File: config.mk
export PLATFORM = sky130hd
export DESIGN_NAME = alu_issue_ctrl
export DESIGN_NICKNAME = d
export VERILOG_FILES = /design/src/rtl/alu_issue_ctrl_pkg.sv /design/src/rtl/alu_issue_ctrl_shreg.sv /design/src/rtl/alu_issue_ctrl.sv
export SDC_FILE = /design/constraint.sdc
export NUM_CORES = 1
export LEC_CHECK = 0
export ABC_AREA = 1
export CORE_MARGIN = 4
export CORE_UTILIZATION = 45
export CTS_CLUSTER_DIAMETER = 50
export CTS_CLUSTER_SIZE = 28
export DETAILED_ROUTE_END_ITERATION = 8
export GPL_TIMING_DRIVEN = 0
export PLACE_DENSITY_LB_ADDON = 0.1
export SLEW_MARGIN = 10
export SYNTH_ARGS = -nofsm -noshare
export SYNTH_HDL_FRONTEND = slang
export SYNTH_SLANG_ARGS = --single-unit
File: constraint.sdc
create_clock -name i_clk -period 2.7 [get_ports i_clk]
set_input_delay 0.54 -clock i_clk [delete_from_list [all_inputs] [get_ports i_clk]]
set_output_delay 0.54 -clock i_clk [all_outputs]
set_load 0.01 [all_outputs]
File: src/rtl/alu_issue_ctrl_pkg.sv
// Shared opcodes, FSM states and beat helpers for the serial ALU issue path.
// Imported by the issue controller and its shift-register datapath.
package alu_issue_ctrl_pkg;

  localparam int OP_BITS = 4;

  localparam logic [OP_BITS-1:0] OP_ADD = 4'd0;
  localparam logic [OP_BITS-1:0] OP_SUB = 4'd1;
  localparam logic [OP_BITS-1:0] OP_AND = 4'd2;
  localparam logic [OP_BITS-1:0] OP_OR  = 4'd3;
  localparam logic [OP_BITS-1:0] OP_XOR = 4'd4;
  localparam logic [OP_BITS-1:0] OP_MOV = 4'd5;
  localparam logic [OP_BITS-1:0] OP_CMP = 4'd6;
  localparam logic [OP_BITS-1:0] OP_ADC = 4'd7;

  typedef enum logic [1:0] {
    S_IDLE,
    S_RUN,
    S_RESULT
  } state_t;

  // Number of serial beats needed to move a word of the given width.
  function automatic int num_beats(input int width, input int nshift);
    return width / nshift;
  endfunction

  // Beat counter width, never below one bit.
  function automatic int beat_width(input int beats);
    return (beats > 1) ? $clog2(beats) : 1;
  endfunction

endpackage

File: src/rtl/alu_issue_ctrl_shreg.sv
// Operand serialiser (two PISO shifters) and result deserialiser (SIPO).
// Operands leave LSB beat first; result beats land at the current beat slot.
module alu_issue_ctrl_shreg #(
  parameter int WIDTH  = 16,
  parameter int NSHIFT = 2,
  parameter int BEAT_W = 3
) (
  input  logic              i_clk,
  input  logic              i_reset,
  input  logic              i_load,
  input  logic              i_shift,
  input  logic [WIDTH-1:0]  i_d1,
  input  logic [WIDTH-1:0]  i_d2,
  input  logic [BEAT_W-1:0] i_beat,
  input  logic [NSHIFT-1:0] i_sin,
  output logic [NSHIFT-1:0] o_s1,
  output logic [NSHIFT-1:0] o_s2,
  output logic [WIDTH-1:0]  o_par
);

  localparam int NBEATS = WIDTH / NSHIFT;

  logic [WIDTH-1:0] r_sh1;
  logic [WIDTH-1:0] r_sh2;
  logic [WIDTH-1:0] r_par;

  // Operand shifters: parallel load on accept, drain one beat per RUN cycle.
  always_ff @(posedge i_clk or posedge i_reset) begin
    if (i_reset) begin
      r_sh1 <= '0;
      r_sh2 <= '0;
    end else if (i_load) begin
      r_sh1 <= i_d1;
      r_sh2 <= i_d2;
    end else if (i_shift) begin
      r_sh1 <= r_sh1 >> NSHIFT;
      r_sh2 <= r_sh2 >> NSHIFT;
    end
  end

  // Result collector: clear on accept, drop each returned beat in its slot.
  always_ff @(posedge i_clk or posedge i_reset) begin
    if (i_reset) begin
      r_par <= '0;
    end else if (i_load) begin
      r_par <= '0;
    end else if (i_shift) begin
      for (int b = 0; b < NBEATS; b++) begin
        if (i_beat == BEAT_W'(b)) begin
          r_par[b*NSHIFT +: NSHIFT] <= i_sin;
        end
      end
    end
  end

  assign o_s1  = r_sh1[NSHIFT-1:0];
  assign o_s2  = r_sh2[NSHIFT-1:0];
  assign o_par = r_par;

endmodule

File: src/rtl/alu_issue_ctrl.sv
// Initiator side of the serial ALU op interface: accepts a parallel request,
// streams operands to the ALU beat by beat and returns the collected result.
module alu_issue_ctrl
  import alu_issue_ctrl_pkg::*;
#(
  parameter int LOG2_NR  = 3,
  parameter int REG_BITS = 8,
  parameter int NSHIFT   = 2
) (
  input  logic                  i_clk,
  input  logic                  i_reset,
  input  logic                  i_req_valid,
  output logic                  o_req_ready,
  input  logic [OP_BITS-1:0]    i_req_op,
  input  logic                  i_req_pair,
  input  logic                  i_req_ext1,
  input  logic                  i_req_ext2,
  input  logic [LOG2_NR-1:0]    i_req_reg1,
  input  logic [LOG2_NR-1:0]    i_req_reg2,
  input  logic                  i_req_update_reg1,
  input  logic [1:0]            i_req_upd_flags,
  input  logic [2*REG_BITS-1:0] i_req_data1,
  input  logic [2*REG_BITS-1:0] i_req_data2,
  output logic                  o_op_valid,
  output logic [OP_BITS-1:0]    o_operation,
  output logic                  o_external_arg1,
  output logic                  o_external_arg2,
  output logic                  o_pair_op,
  output logic                  o_pair_op2,
  output logic [LOG2_NR-1:0]    o_reg1,
  output logic [LOG2_NR-1:0]    o_reg2,
  output logic                  o_update_reg1,
  output logic                  o_update_carry_flags,
  output logic                  o_update_other_flags,
  output logic [NSHIFT-1:0]     o_data_in1,
  output logic [NSHIFT-1:0]     o_data_in2,
  input  logic [NSHIFT-1:0]     i_data_out,
  input  logic                  i_op_done,
  output logic                  o_res_valid,
  input  logic                  i_res_ready,
  output logic [2*REG_BITS-1:0] o_res_data,
  output logic                  o_proto_err
);

  localparam int PAIR_BITS        = 2 * REG_BITS;
  localparam int NUM_BEATS_PAIR   = num_beats(PAIR_BITS, NSHIFT);
  localparam int NUM_BEATS_SINGLE = num_beats(REG_BITS, NSHIFT);
  localparam int BEAT_W           = beat_width(NUM_BEATS_PAIR);

  localparam logic [BEAT_W-1:0] LAST_PAIR   = BEAT_W'(NUM_BEATS_PAIR - 1);
  localparam logic [BEAT_W-1:0] LAST_SINGLE = BEAT_W'(NUM_BEATS_SINGLE - 1);

  state_t r_state;
  state_t w_state_nxt;

  logic w_accept;
  logic w_run;
  logic w_last;
  logic w_op_valid;
  logic w_res_valid;
  logic w_req_ready;

  logic [BEAT_W-1:0]  r_beat;
  logic               r_proto_err;
  logic [OP_BITS-1:0] r_op;
  logic               r_pair;
  logic               r_ext1;
  logic               r_ext2;
  logic [LOG2_NR-1:0] r_reg1;
  logic [LOG2_NR-1:0] r_reg2;
  logic               r_upd_reg1;
  logic [1:0]         r_upd_flags;

  logic [NSHIFT-1:0] w_s1;
  logic [NSHIFT-1:0] w_s2;

  assign w_last = (r_beat == (r_pair ? LAST_PAIR : LAST_SINGLE));

  // State register; reset returns to IDLE at once, dropping any op in flight.
  always_ff @(posedge i_clk or posedge i_reset) begin
    if (i_reset) begin
      r_state <= S_IDLE;
    end else begin
      r_state <= w_state_nxt;
    end
  end

  // Next state and handshake outputs; RUN ends on op_done or the last beat.
  always_comb begin
    w_state_nxt = r_state;
    w_accept    = 1'b0;
    w_run       = 1'b0;
    w_op_valid  = 1'b0;
    w_res_valid = 1'b0;
    w_req_ready = 1'b0;
    unique case (r_state)
      S_IDLE: begin
        w_req_ready = !i_reset;
        w_accept    = i_req_valid && !i_reset;
        if (w_accept) begin
          w_state_nxt = S_RUN;
        end
      end
      S_RUN: begin
        w_op_valid = 1'b1;
        w_run      = 1'b1;
        if (i_op_done || w_last) begin
          w_state_nxt = S_RESULT;
        end
      end
      S_RESULT: begin
        w_res_valid = 1'b1;
        if (i_res_ready) begin
          w_state_nxt = S_IDLE;
        end
      end
      default: begin
        w_state_nxt = S_IDLE;
      end
    endcase
  end

  // Descriptor latch; held from accept through the whole RUN phase.
  always_ff @(posedge i_clk or posedge i_reset) begin
    if (i_reset) begin
      r_op        <= '0;
      r_pair      <= 1'b0;
      r_ext1      <= 1'b0;
      r_ext2      <= 1'b0;
      r_reg1      <= '0;
      r_reg2      <= '0;
      r_upd_reg1  <= 1'b0;
      r_upd_flags <= 2'b00;
    end else if (w_accept) begin
      r_op        <= i_req_op;
      r_pair      <= i_req_pair;
      r_ext1      <= i_req_ext1;
      r_ext2      <= i_req_ext2;
      r_reg1      <= i_req_reg1;
      r_reg2      <= i_req_reg2;
      r_upd_reg1  <= i_req_update_reg1;
      r_upd_flags <= i_req_upd_flags;
    end
  end

  // Beat counter: restarts on accept, advances once per RUN cycle.
  always_ff @(posedge i_clk or posedge i_reset) begin
    if (i_reset) begin
      r_beat <= '0;
    end else if (w_accept) begin
      r_beat <= '0;
    end else if (w_run) begin
      r_beat <= r_beat + BEAT_W'(1);
    end
  end

  // Sticky protocol error when op_done and the beat count disagree.
  always_ff @(posedge i_clk or posedge i_reset) begin
    if (i_reset) begin
      r_proto_err <= 1'b0;
    end else if (w_run && (i_op_done != w_last)) begin
      r_proto_err <= 1'b1;
    end
  end

  alu_issue_ctrl_shreg #(
    .WIDTH  (PAIR_BITS),
    .NSHIFT (NSHIFT),
    .BEAT_W (BEAT_W)
  ) u_shreg (
    .i_clk   (i_clk),
    .i_reset (i_reset),
    .i_load  (w_accept),
    .i_shift (w_run),
    .i_d1    (i_req_data1),
    .i_d2    (i_req_data2),
    .i_beat  (r_beat),
    .i_sin   (i_data_out),
    .o_s1    (w_s1),
    .o_s2    (w_s2),
    .o_par   (o_res_data)
  );

  assign o_req_ready          = w_req_ready;
  assign o_op_valid           = w_op_valid;
  assign o_res_valid          = w_res_valid;
  assign o_proto_err          = r_proto_err;
  assign o_data_in1           = w_op_valid ? w_s1 : '0;
  assign o_data_in2           = w_op_valid ? w_s2 : '0;
  assign o_operation          = r_op;
  assign o_external_arg1      = r_ext1;
  assign o_external_arg2      = r_ext2;
  assign o_pair_op            = r_pair;
  assign o_pair_op2           = r_pair;
  assign o_reg1               = r_reg1;
  assign o_reg2               = r_reg2;
  assign o_update_reg1        = r_upd_reg1;
  assign o_update_carry_flags = r_upd_flags[1];
  assign o_update_other_flags = r_upd_flags[0];

endmodule

==> results of run 1 <==
==> report_power, final <==
part / switching, mW / internal (mW)
registers: 0.238 / 1.45
clock network: 0.403 / 0.475
logic: 0.938 / 0.814
==> per-stage QoR <==
step                instance area, sq um  total power [mW]  setup slack (ns)
floorplan                           3470              2.72             0.392
global placement                    4520              3.42            -0.918
detailed placement                  4550              3.48             0.243
CTS                                 4750              4.37             0.144
global route                        4750              4.67            0.0414
finish                              4750              4.32             0.168
==> placed cells by master (no fill, tap or decap) <==
cell type | synthesis | final
nand2_1 | 153 | 153
nand3_1 | 110 | 110
clkdlybuf4s50_1 | 0 | 93
dfrtp_1 | 70 | 70
inv_1 | 42 | 41
buf_2 | 21 | 21
nor2_1 | 11 | 11
clkbuf_8 | 0 | 11
nand4_1 | 7 | 7
ha_1 | 7 | 7
clkbuf_1 | 4 | 4
buf_4 | 3 | 3
buf_6 | 3 | 3
clkinvlp_4 | 0 | 3
nor2_2 | 2 | 2
nand2_2 | 2 | 2
o21ai_1 | 2 | 2
nor2_4 | 1 | 1
nand3b_1 | 1 | 1
inv_2 | 1 | 1
a21o_1 | 1 | 1
xnor2_1 | 1 | 1
nor3_1 | 1 | 1
inv_4 | 0 | 1
o22ai_1 | 1 | 1
bufinv_16 | 0 | 1
clkinv_2 | 0 | 1
buf_12 | 0 | 1
==> layout make-up <==
class	count	share of cell area, %
Clock buffer	11	3.18
Clock inverter	5	1.21
Inverter	43	3.45
Sequential cell	70	36.8
Timing Repair Buffer	94	20.0
Buffer	31	3.71
Tap cell	99	2.61
Multi-Input combinational cell	300	29.0
==> layer usage <==
| layer | part of all wire [%] | GRT usage, % | up-vias |
|---|---|---|---|
| met1 | 44 | 25.5 | 1489 |
| met2 | 49 | 33.1 | 81 |
| met3 | 5.4 | 3.60 | 9 |
| li1 | - | - | 1618 |
| met5 | 0 | 0 | - |
| met4 | 1.1 | 6.87 | 0 |
==> cell families after synthesis <==
family,count (synthesis),synth area share [%]
and+or+nand+nor,288,36.3
buffers and inverters,74,9.74
DFF,70,50.5
adders and majority gates,7,2.53
AOI/OAI and AO/OA,4,0.686
xor gates and xnor gates,1,0.253
==> state kept, by name (all words and copies together) (netlist names), 2 cells and up <==
name / count
u_shreg.r_sh2: 16
u_shreg.r_sh1: 16
r_upd_flags: 2
o_operation: 4
r_state: 2
u_shreg.o_par: 16
r_beat: 3
o_reg1: 3
o_reg2: 3
==> final timing paths <==
| kind | from | cells past startpoint | slack, ns | endpoint |
|---|---|---|---|---|
| worst max-delay path | r_state[1]$_DFFE_PP0P_ | 6 | 0.17 | o_data_in1[1] |
| worst min-delay path | o_proto_err$_DFFE_PP0P_ | 1 | 0.47 | o_proto_err$_DFFE_PP0P_ |
| worst max register to register | r_state[1]$_DFFE_PP0P_ | 5 | 1.30 | u_shreg.o_par[14]$_DFFE_PP0P_ |
| worst min register to register | o_proto_err$_DFFE_PP0P_ | 1 | 0.47 | o_proto_err$_DFFE_PP0P_ |
| max in group asynchronous | i_reset | 3 | 1.50 | u_shreg.r_sh2[14]$_DFFE_PP0P_ |
| min in group asynchronous | i_reset | 2 | 0.65 | u_shreg.r_sh2[4]$_DFFE_PP0P_ |
==> worst max-delay path: stages, from the launching register on <==
cell	delay, ns
dfrtp_1	0.46
inv_2	0.18
nand2_2	0.10
buf_6	0.15
buf_6	0.14
nor2_1	0.08
clkdlybuf4s50_1	0.54
==> summary.md, run 1 <==
| Metric | Value |
|---|---|
| Yosys top cell area share | roughly 51% |
| CTS tree | built |
| # resized after CTS | 0 |
| Row Count | 31 |
| CP Data Required Time | roughly 2.2 ns |
| FMAX | between 300 and 400 MHz |
| Reg clk slew, reported paths | about 0.080 ns |
| Most common cell in the netlist | nand2_1 |
| Routed WL | between 8000 and 9000 um |
| Post-synthesis cell type count | 21 |
| Area of the multi-input gates | ~0.0014 sq mm |
| Vias | ~3200 |
| Synth Register Bits | 70 |
| Synth Cell Area | ~0.0035 sq mm |
| Hold Slack | around 0.47 ns |
| Die area | 0.00918 sq mm |
| Io pins | 96 |
| Vias per cell | roughly 4.9 |
| WL per Instance | approximately 13 um |
| Static leakage | between 2 and 2.5 nW |
| Largest net degree at the start of global routing | 40 |
| Layout net count | slightly above 600 |
| Initial antenna violation count | 0 |
| Sequential cell area | approximately 0.0018 sq mm |
| Hpwl dp | around 6300 um |
| Setup TNS | 0 ns |
| Area contributors post-synth | dfrtp_1, nand2_1, nand3_1, inv_1, buf_2 |
| CTS buffer count | 9 |
| Synth top cells by count | nand2_1, nand3_1, dfrtp_1, inv_1, buf_2 |
| Pwr/cell area | approximately 900 mW/mm^2 |
| Slew Limit Fails | 0 |
| Hold_buf cts | 0 |
| Top FF cell, synth | dfrtp_1 |
| Number of fill cells | 675 |
| Ys async rst share | 100% |
| Initial drt markers | roughly 160 |
| Post-Layout Cell Count | 653 |
| Initial core utilization | 47.1% |
| Syn_area_per_cell | 7.81 sq um |
| Remaining DRCs | 0 |
| Pin slew with the least headroom to its limit | approximately 0.46 ns |
| Layout cells sized above 1 | 9.21% |
| Worst clock skew | approximately 0.011 ns |
| Diodes inserted | 0 |
| Warnings from Yosys | 0 |
| First-pass detailed-route iteration total | 4 |
| Placeable Area | about 0.0074 sq mm |
| Remaining global-route overflow | 0 |
| Net Count, Synth | about 510 |
| Root buffer cell | clkbuf_8 |
| Post-synth EDFFs | 0 |
| Overall Global Routing Usage | between 15 and 20% |
| Max_cap viols | 0 |
| Critical Path Sink Type | primary output |
| Latest clock arrival within the worst-skew pair | approximately 0.34 ns |
| Final ANT Viol Nets | 0 |
| Critical Path Start Type | flop |
| CP arrival | around 2.0 ns |
| Dpl cells | 637 |
| Port-buffer cells | 93 |
| Cell count after synthesis | around 440 |
| Unrepaired setup endpoints after global routing | false |
| H-tree depth | 3 |
| Vias in the first global route | ~3100 |
| Final setup viols | 0 |
| Post-layout min period | between 2 and 3 ns |
| Clk sinks | 70 |
| Die width | 95.8 um |
| Sequential share of the synthesized area | roughly half |
| Synth-to-Final Area Change | 37.1% |
| Area leader, netlist | dfrtp_1 |
| Outcome | finished, final reports clean |
| DIE HEIGHT | 95.8 um |
| First-pass GRT wire length | approximately 14000 um |
| Endpoints failing hold | 0 |
| Worst Path Max Fanout | 10 |
| Hold Crit Class | flop to flop |
| Final period util | 93.8% |
| Clock Path Buffers | 2 |
| Peak VDD IR | between 400 and 500 uV |
| Post-layout util | 64.5% |
| Slew HR | 69.3% |
| RePlAce Congestion | between 0.7 and 0.8 |
| Critical path class | flop to primary output |
| Post-CTS Repair Setup Buffers | 0 |
Power figures use the tool's default switching activity.
==> inputs of run 2 (changes only) <==
--- a/config.mk
+++ b/config.mk
@@ -13,5 +13,5 @@
 export DETAILED_ROUTE_END_ITERATION = 8
 export GPL_TIMING_DRIVEN = 0
-export PLACE_DENSITY_LB_ADDON = 0.1
+export PLACE_DENSITY = 0.79
 export SLEW_MARGIN = 10
 export SYNTH_ARGS = -nofsm -noshare
==> constraint.sdc (replaced) <==
create_clock -name i_clk -period 2.7 [get_ports i_clk]
set_input_delay 0.54 -clock i_clk [delete_from_list [all_inputs] [get_ports i_clk]]
set_output_delay 0.54 -clock i_clk [all_outputs]
set_load 0.005 [all_outputs]
==> run 2 against run 1 <==
  * Via count barely moved
  * Count of clock-buffer cells in the layout rose by 1
  * Non-clock buffer count unchanged
  * Utilization is 0.25 points lower
  * Critical endpoint unchanged
  * Highest routed layer unchanged
==> summary.md, run 2 (same netlist as run 1, synthesis figures left out) <==
| Metric | Value |
|---|---|
| Outcome | finished, final reports clean |
| RePlAce Congestion | 0.836 (+7.5%) |
| Vias in the first global route | 3195 (+1.7%) |
| Remaining global-route overflow | 0 (unchanged) |
| Latest clock arrival within the worst-skew pair | 0.34 ns (about the same) |
| Critical Path Sink Type | primary output |
| Overall Global Routing Usage | 20.6% (+0.88 points) |
| Root buffer cell | clkbuf_8 |
| Worst clock skew | 0.00576 ns (-0.00527 ns) |
| Combinational Power Share | 40.1% (-0.4 points) |
| Hold Crit Class | flop to flop |
| Crit path max-delay cell type | clkdlybuf4s50_1 |
| Layout net count | 611 (unchanged) |
| Layout cells sized above 1 | 8.66% (-0.54 points) |
| Delay-heaviest family, CP | buffers and inverters |
| Static leakage | 2.43 nW (-0.16%) |
| Worst Path Buf+Inv | 4 (unchanged) |
| CP arrival | 2.01 ns (+0.02 ns) |
| # resized after CTS | 0 (unchanged) |
| Commonest non-fill, non-tap cell in the layout | nand2_1 |
| Critical path class | flop to primary output |
| Diodes inserted | 0 (unchanged) |
| Reg clk slew, reported paths | 0.07 ns (about the same) |
| Initial antenna violation count | 0 (unchanged) |
| Clk sinks | 70 (unchanged) |
| Design area | 0.00474 sq mm (-0.39%) |
| Synth-to-Final Area Change | 36.5% |
| Routed WL | 8650 um (+1.7%) |
| Hpwl dp | 6400 um (+1.8%) |
| Vias | 3196 (-0.031%) |
| Port-buffer cells | 93 (unchanged) |
| CTS tree | built |
| Power, Total | 4.19 mW (-3.1%) |
| Sequential power share | 40.7% (+1.6 points) |
| FMAX | 392 MHz (-0.75%) |
| WL per Instance | 13.2 um (+1.7%) |
| Critical Path Start Type | flop |
| Critical Path Most Common Cell | buf_6 |
| First-pass detailed-route iteration total | 4 (unchanged) |
| Most frequent cells in the layout | nand2_1, nand3_1, clkdlybuf4s50_1 |
| Die area | 0.00918 sq mm (unchanged) |
| Sw frac | 35.7% (-0.85 points) |
| Clock Path Buffers | 2 (unchanged) |
| Die width | 95.8 um (unchanged) |
| P_int | 2.69 mW (-1.8%) |
| Max stage delay on crit path | 0.52 ns (-0.02 ns) |
| Final setup viols | 0 (unchanged) |
| Largest net degree at the start of global routing | 58 (+45%) |
| Initial drt markers | 196 (+24%) |
| Hold_buf cts | 0 (unchanged) |
| Setup TNS | 0 ns (unchanged) |
| Final period util | 94.5% (+0.71 points) |
| Row Count | 31 (unchanged) |
| Post-layout min period | 2.55 ns (+0.0191 ns) |
| Clock power share | 19.2% (-1.1 points) |
| Peak VDD IR | 502 uV (+21%) |
| First-pass GRT wire length | 14600 um (+2.6%) |
| H-tree depth | 3 (unchanged) |
| Pwr/cell area | 884 mW/mm^2 (-2.7%) |
| Post-DP Area | 0.00455 sq mm (+0.17%) |
| CP Data Required Time | 2.16 ns (about the same) |
| Placeable Area | 0.00737 sq mm (unchanged) |
| DIE HEIGHT | 95.8 um (unchanged) |
| Slew HR | 73.6% (+4.3 points) |
| Post-CTS Repair Setup Buffers | 0 (unchanged) |
| Vias per cell | 4.89 (about the same) |
| Number of fill cells | 656 (-2.8%) |
| Slew Limit Fails | 0 (unchanged) |
| Crit-path cells | inv_2, nand2_2, buf_6, buf_6, nor2_1, clkdlybuf4s50_1 |
| Final ANT Viol Nets | 0 (unchanged) |
| Io pins | 96 (unchanged) |
| Unrepaired setup endpoints after global routing | false |
| Sw Pwr | 1.49 mW (-5.4%) |
| Initial core utilization | 47.1% (unchanged) |
| CTS buffer count | 9 (unchanged) |
| Endpoints failing hold | 0 (unchanged) |
| Worst Path Max Fanout | 10 (unchanged) |
| Max_cap viols | 0 (unchanged) |
| Remaining DRCs | 0 (unchanged) |
| Pin slew with the least headroom to its limit | 0.396 ns (-0.0639 ns) |
run 2: cell count changes in the layout (fill, tap and decap cells not counted):
cell,change
clkinv_2,+1
buf_16,+1
buf_12,-1
clkbuf_1,+3
clkbuf_8,-2
clkinvlp_4,-2
run 2: per-layer routing:
metal / wire [um] / GRT usage [%] / share of wire, % / up-vias
li1: - / - / - / 1622
met1: 3880 / 27.3 / 45 / 1479
met2: 4100 / 32.8 / 47 / 88
met3: 572 / 5.63 / 6.6 / 7
met4: 95 / 6.64 / 1.1 / 0
met5: 0 / 0 / 0 / -
run 2: power groups by stage:
stage          registers, mW  logic, mW  clock network [mW]
5_1_grt                 1.76       1.91               0.881
2_1_floorplan           1.68      0.971                   0
4_1_cts                 1.70       1.70               0.819
3_3_place_gp            1.70       1.64                   0
3_5_place_dp            1.72       1.69                   0
6_report                1.70       1.68               0.804
run 2: cell type report:
type / count / area (sq um) / share of cell area (%)
Tap cell: 99 / 124 / 2.62
Multi-Input combinational cell: 300 / 1380 / 29.1
Sequential cell: 70 / 1750 / 37.0
Clock inverter: 4 / 47.5 / 1.00
Buffer: 31 / 176 / 3.73
Inverter: 43 / 164 / 3.46
Timing Repair Buffer: 94 / 958 / 20.2
Clock buffer: 12 / 135 / 2.85
run 2: final timing paths:
kind / start / endpoint / slack [ns] / cells past startpoint
max: r_state[1]$_DFFE_PP0P_ / o_data_in1[1] / 0.15 / 6
min: o_proto_err$_DFFE_PP0P_ / o_proto_err$_DFFE_PP0P_ / 0.46 / 1
max reg2reg: r_state[1]$_DFFE_PP0P_ / u_shreg.o_par[7]$_DFFE_PP0P_ / 1.30 / 5
min reg2reg: o_proto_err$_DFFE_PP0P_ / o_proto_err$_DFFE_PP0P_ / 0.46 / 1
max in group asynchronous: i_reset / o_reg1[1]$_DFFE_PP0P_ / 1.63 / 3
min in group asynchronous: i_reset / u_shreg.r_sh2[0]$_DFFE_PP0P_ / 0.54 / 2
run 2: metrics by stage:
step	util [%]	cells	setup slack (ns)	hold slack [ns]
final	64.3	653	0.149	0.462
after floorplan	-	444	0.392	0.451
after global routing	64.3	653	0.0308	0.501
after detailed placement	61.8	637	0.382	0.451
after global placement	61.4	636	-0.809	0.440
after CTS	64.3	653	0.131	0.467
==> inputs of run 3 (changes only) <==
Settings changed: CORE_MARGIN 4 to 3.
==> run 3 against run 2 <==
  * Power grew 7.8%
  * Via count grew 3.2%
  * Sequential cell count is the same
  * Non-clock buffer count is the same
  * Register-to-register slack lost 0.02 ns
  * Critical endpoint unchanged
  * Hold slack lost 0.0036 ns
  * First-iteration DRC count is the same
  * Routed wire length grew 0.57%
  * Critical path depth is the same
  * Combinational power is essentially flat
==> summary.md, run 3 (same netlist as run 1, synthesis figures left out) <==
| Metric | Value |
|---|---|
| Hold Crit Endpoint | o_proto_err$_DFFE_PP0P_ |
| First-pass GRT wire length | 14700 um (about the same) |
| Final setup viols | 0 (unchanged) |
| Critical Path Sink Type | primary output |
| First-pass detailed-route iteration total | 5 (+1) |
| Routed WL | 8700 um (+0.57%) |
| Placeable Area | 0.00737 sq mm (unchanged) |
| Peak VDD IR | 383 uV (-24%) |
| Vias per cell | 5.05 (+3.2%) |
| Endpoints failing hold | 0 (unchanged) |
| Pin slew with the least headroom to its limit | 0.378 ns (-0.0179 ns) |
| Post-layout min period | 2.61 ns (+0.0587 ns) |
| DR top layer | met4 |
| Final ANT Viol Nets | 0 (unchanged) |
| Setup TNS | 0 ns (unchanged) |
| H-tree depth | 3 (unchanged) |
| Synth-to-Final Area Change | 39.1% |
| Cells on worst reg2reg path | 5 (unchanged) |
| CTS buffer count | 9 (unchanged) |
| Port-buffer cells | 93 (unchanged) |
| Worst clock skew | 0.0105 ns (+0.00470 ns) |
| Diodes inserted | 0 (unchanged) |
| Critical Path Start Type | flop |
| Remaining DRCs | 0 (unchanged) |
| Unrepaired setup endpoints after global routing | false |
| R2r setup slk | 1.28 ns (-0.02 ns) |
| Crit path max-delay cell type | clkdlybuf4s50_1 |
| Hold Crit Class | flop to flop |
| Clk sinks | 70 (unchanged) |
| Max stage delay on crit path | 0.52 ns (about the same) |
| Final period util | 96.7% (+2.2 points) |
| Initial core utilization | 47.1% (unchanged) |
| CTS tree | built |
| CP Data Required Time | 2.16 ns (about the same) |
| RePlAce Congestion | 0.831 (-0.67%) |
| Hold path cells | 1 (unchanged) |
| Origin of the critical flop-to-flop path | r_state[1]$_DFFE_PP0P_ |
| Final WS setup | 0.0898 ns (-0.0587 ns) |
| Latest clock arrival within the worst-skew pair | 0.34 ns (about the same) |
| Layout net count | 611 (unchanged) |
| Delay-heaviest family, CP | buffers and inverters |
| Critical Path Most Common Cell | buf_6 |
| WL per Instance | 13.3 um (+0.57%) |
| Static leakage | 2.47 nW (+1.7%) |
| Post-CTS Repair Setup Buffers | 0 (unchanged) |
| DIE HEIGHT | 93.8 um (-2.1%) |
| Vias in the first global route | 3206 (+0.34%) |
| Hold_buf cts | 0 (unchanged) |
| Remaining global-route overflow | 0 (unchanged) |
| Commonest non-fill, non-tap cell in the layout | nand2_1 |
| Largest net degree at the start of global routing | 54 (-6.9%) |
| Stages on the worst setup path | 6 (unchanged) |
| Clock Path Buffers | 2 (unchanged) |
| Critical path class | flop to primary output |
| Outcome | finished, final reports clean |
| Initial drt markers | 196 (unchanged) |
| Vias | 3297 (+3.2%) |
| Layout cells sized above 1 | 9.21% (+0.54 points) |
| Overall Global Routing Usage | 21.1% (+0.46 points) |
| DR WL met3 | 559 um (-2.3%) |
| Slew Limit Fails | 0 (unchanged) |
| Hpwl dp | 6310 um (-1.4%) |
| Max_cap viols | 0 (unchanged) |
| CP arrival | 2.07 ns (+0.06 ns) |
| # resized after CTS | 0 (unchanged) |
| Crit-path cells | inv_2, nand2_2, buf_6, buf_6, nor2_1, clkdlybuf4s50_1 |
| Metal-1 WL | 3780 um (-2.6%) |
| Worst Path Buf+Inv | 4 (unchanged) |
| Row Count | 31 (unchanged) |
| Slew HR | 74.8% (+1.2 points) |
| Worst Path Max Fanout | 10 (unchanged) |
| Met2 WL post-DR | 4160 um (+1.4%) |
| Io pins | 96 (unchanged) |
| Reg clk slew, reported paths | 0.07 ns (about the same) |
| Power, Total | 4.51 mW (+7.8%) |
| Die width | 93.8 um (-2.1%) |
| Pwr/cell area | 936 mW/mm^2 (+5.8%) |
| Initial antenna violation count | 0 (unchanged) |
| Root buffer cell | clkbuf_8 |
| Die area | 0.00880 sq mm (-4.1%) |
| FMAX | 383 MHz (-2.2%) |
| RR Endpoint | u_shreg.o_par[7]$_DFFE_PP0P_ |
| Place WS | 0.386 ns (+0.00456 ns) |
| Hold Slack | 0.459 ns (-0.00363 ns) |
| Most frequent cells in the layout | nand2_1, nand3_1, clkdlybuf4s50_1 |
| Hold path start | o_proto_err$_DFFE_PP0P_ |
run 3: cell types whose count changed in the layout (fill, tap and decap cells not counted), sizes merged:
| cell | delta |
|---|---|
| clkinv | -1 |
| clkbuf | -2 |
| bufinv | +3 |
run 3: final cells by class:
type	count	area [sq um]
clock inverters	6	133
flip-flops and latches	70	1750
repair buffers	94	958
multi-input cells	300	1380
inverters	43	164
clock buffers	10	138
plain buffers	31	176
fillers	619	2550
well taps	99	124
run 3: worst max-delay path by stage:
| stage | from | to | slack [ns] |
|---|---|---|---|
| after CTS | r_state[1]$_DFFE_PP0P_ | o_data_in1[1] | 0.1 |
| after floorplan | i_reset | o_external_arg1$_DFFE_PP0P_ | 0.39 |
| after global placement | i_reset | o_reg2[0]$_DFFE_PP0P_ | -0.78 |
| after detailed placement | i_reset | o_req_ready | 0.39 |
| final | r_state[1]$_DFFE_PP0P_ | o_data_in1[1] | 0.09 |
| after global routing | r_state[1]$_DFFE_PP0P_ | o_data_in1[1] | 0.01 |
run 3: report_power, final:
part	switching, mW	internal [mW]
clock	0.390	0.731
combinational	0.878	0.814
sequential	0.246	1.46
run 3: per-layer routing:
metal / vias to the layer above / track usage, %
met4: 0 / 8.78
met2: 134 / 33.9
li1: 1623 / -
met1: 1518 / 27.7
met3: 22 / 4.17
met5: - / 0
run 3: metrics by stage:
| step | cell area, sq um | utilization, % | instances |
|---|---|---|---|
| final | 4820 | 65.4 | 653 |
| after global routing | 4820 | 65.4 | 653 |
| after CTS | 4820 | 65.4 | 653 |
| after detailed placement | 4550 | 61.8 | 637 |
| after global placement | 4520 | 61.4 | 636 |
| after floorplan | 3470 | - | 444 |
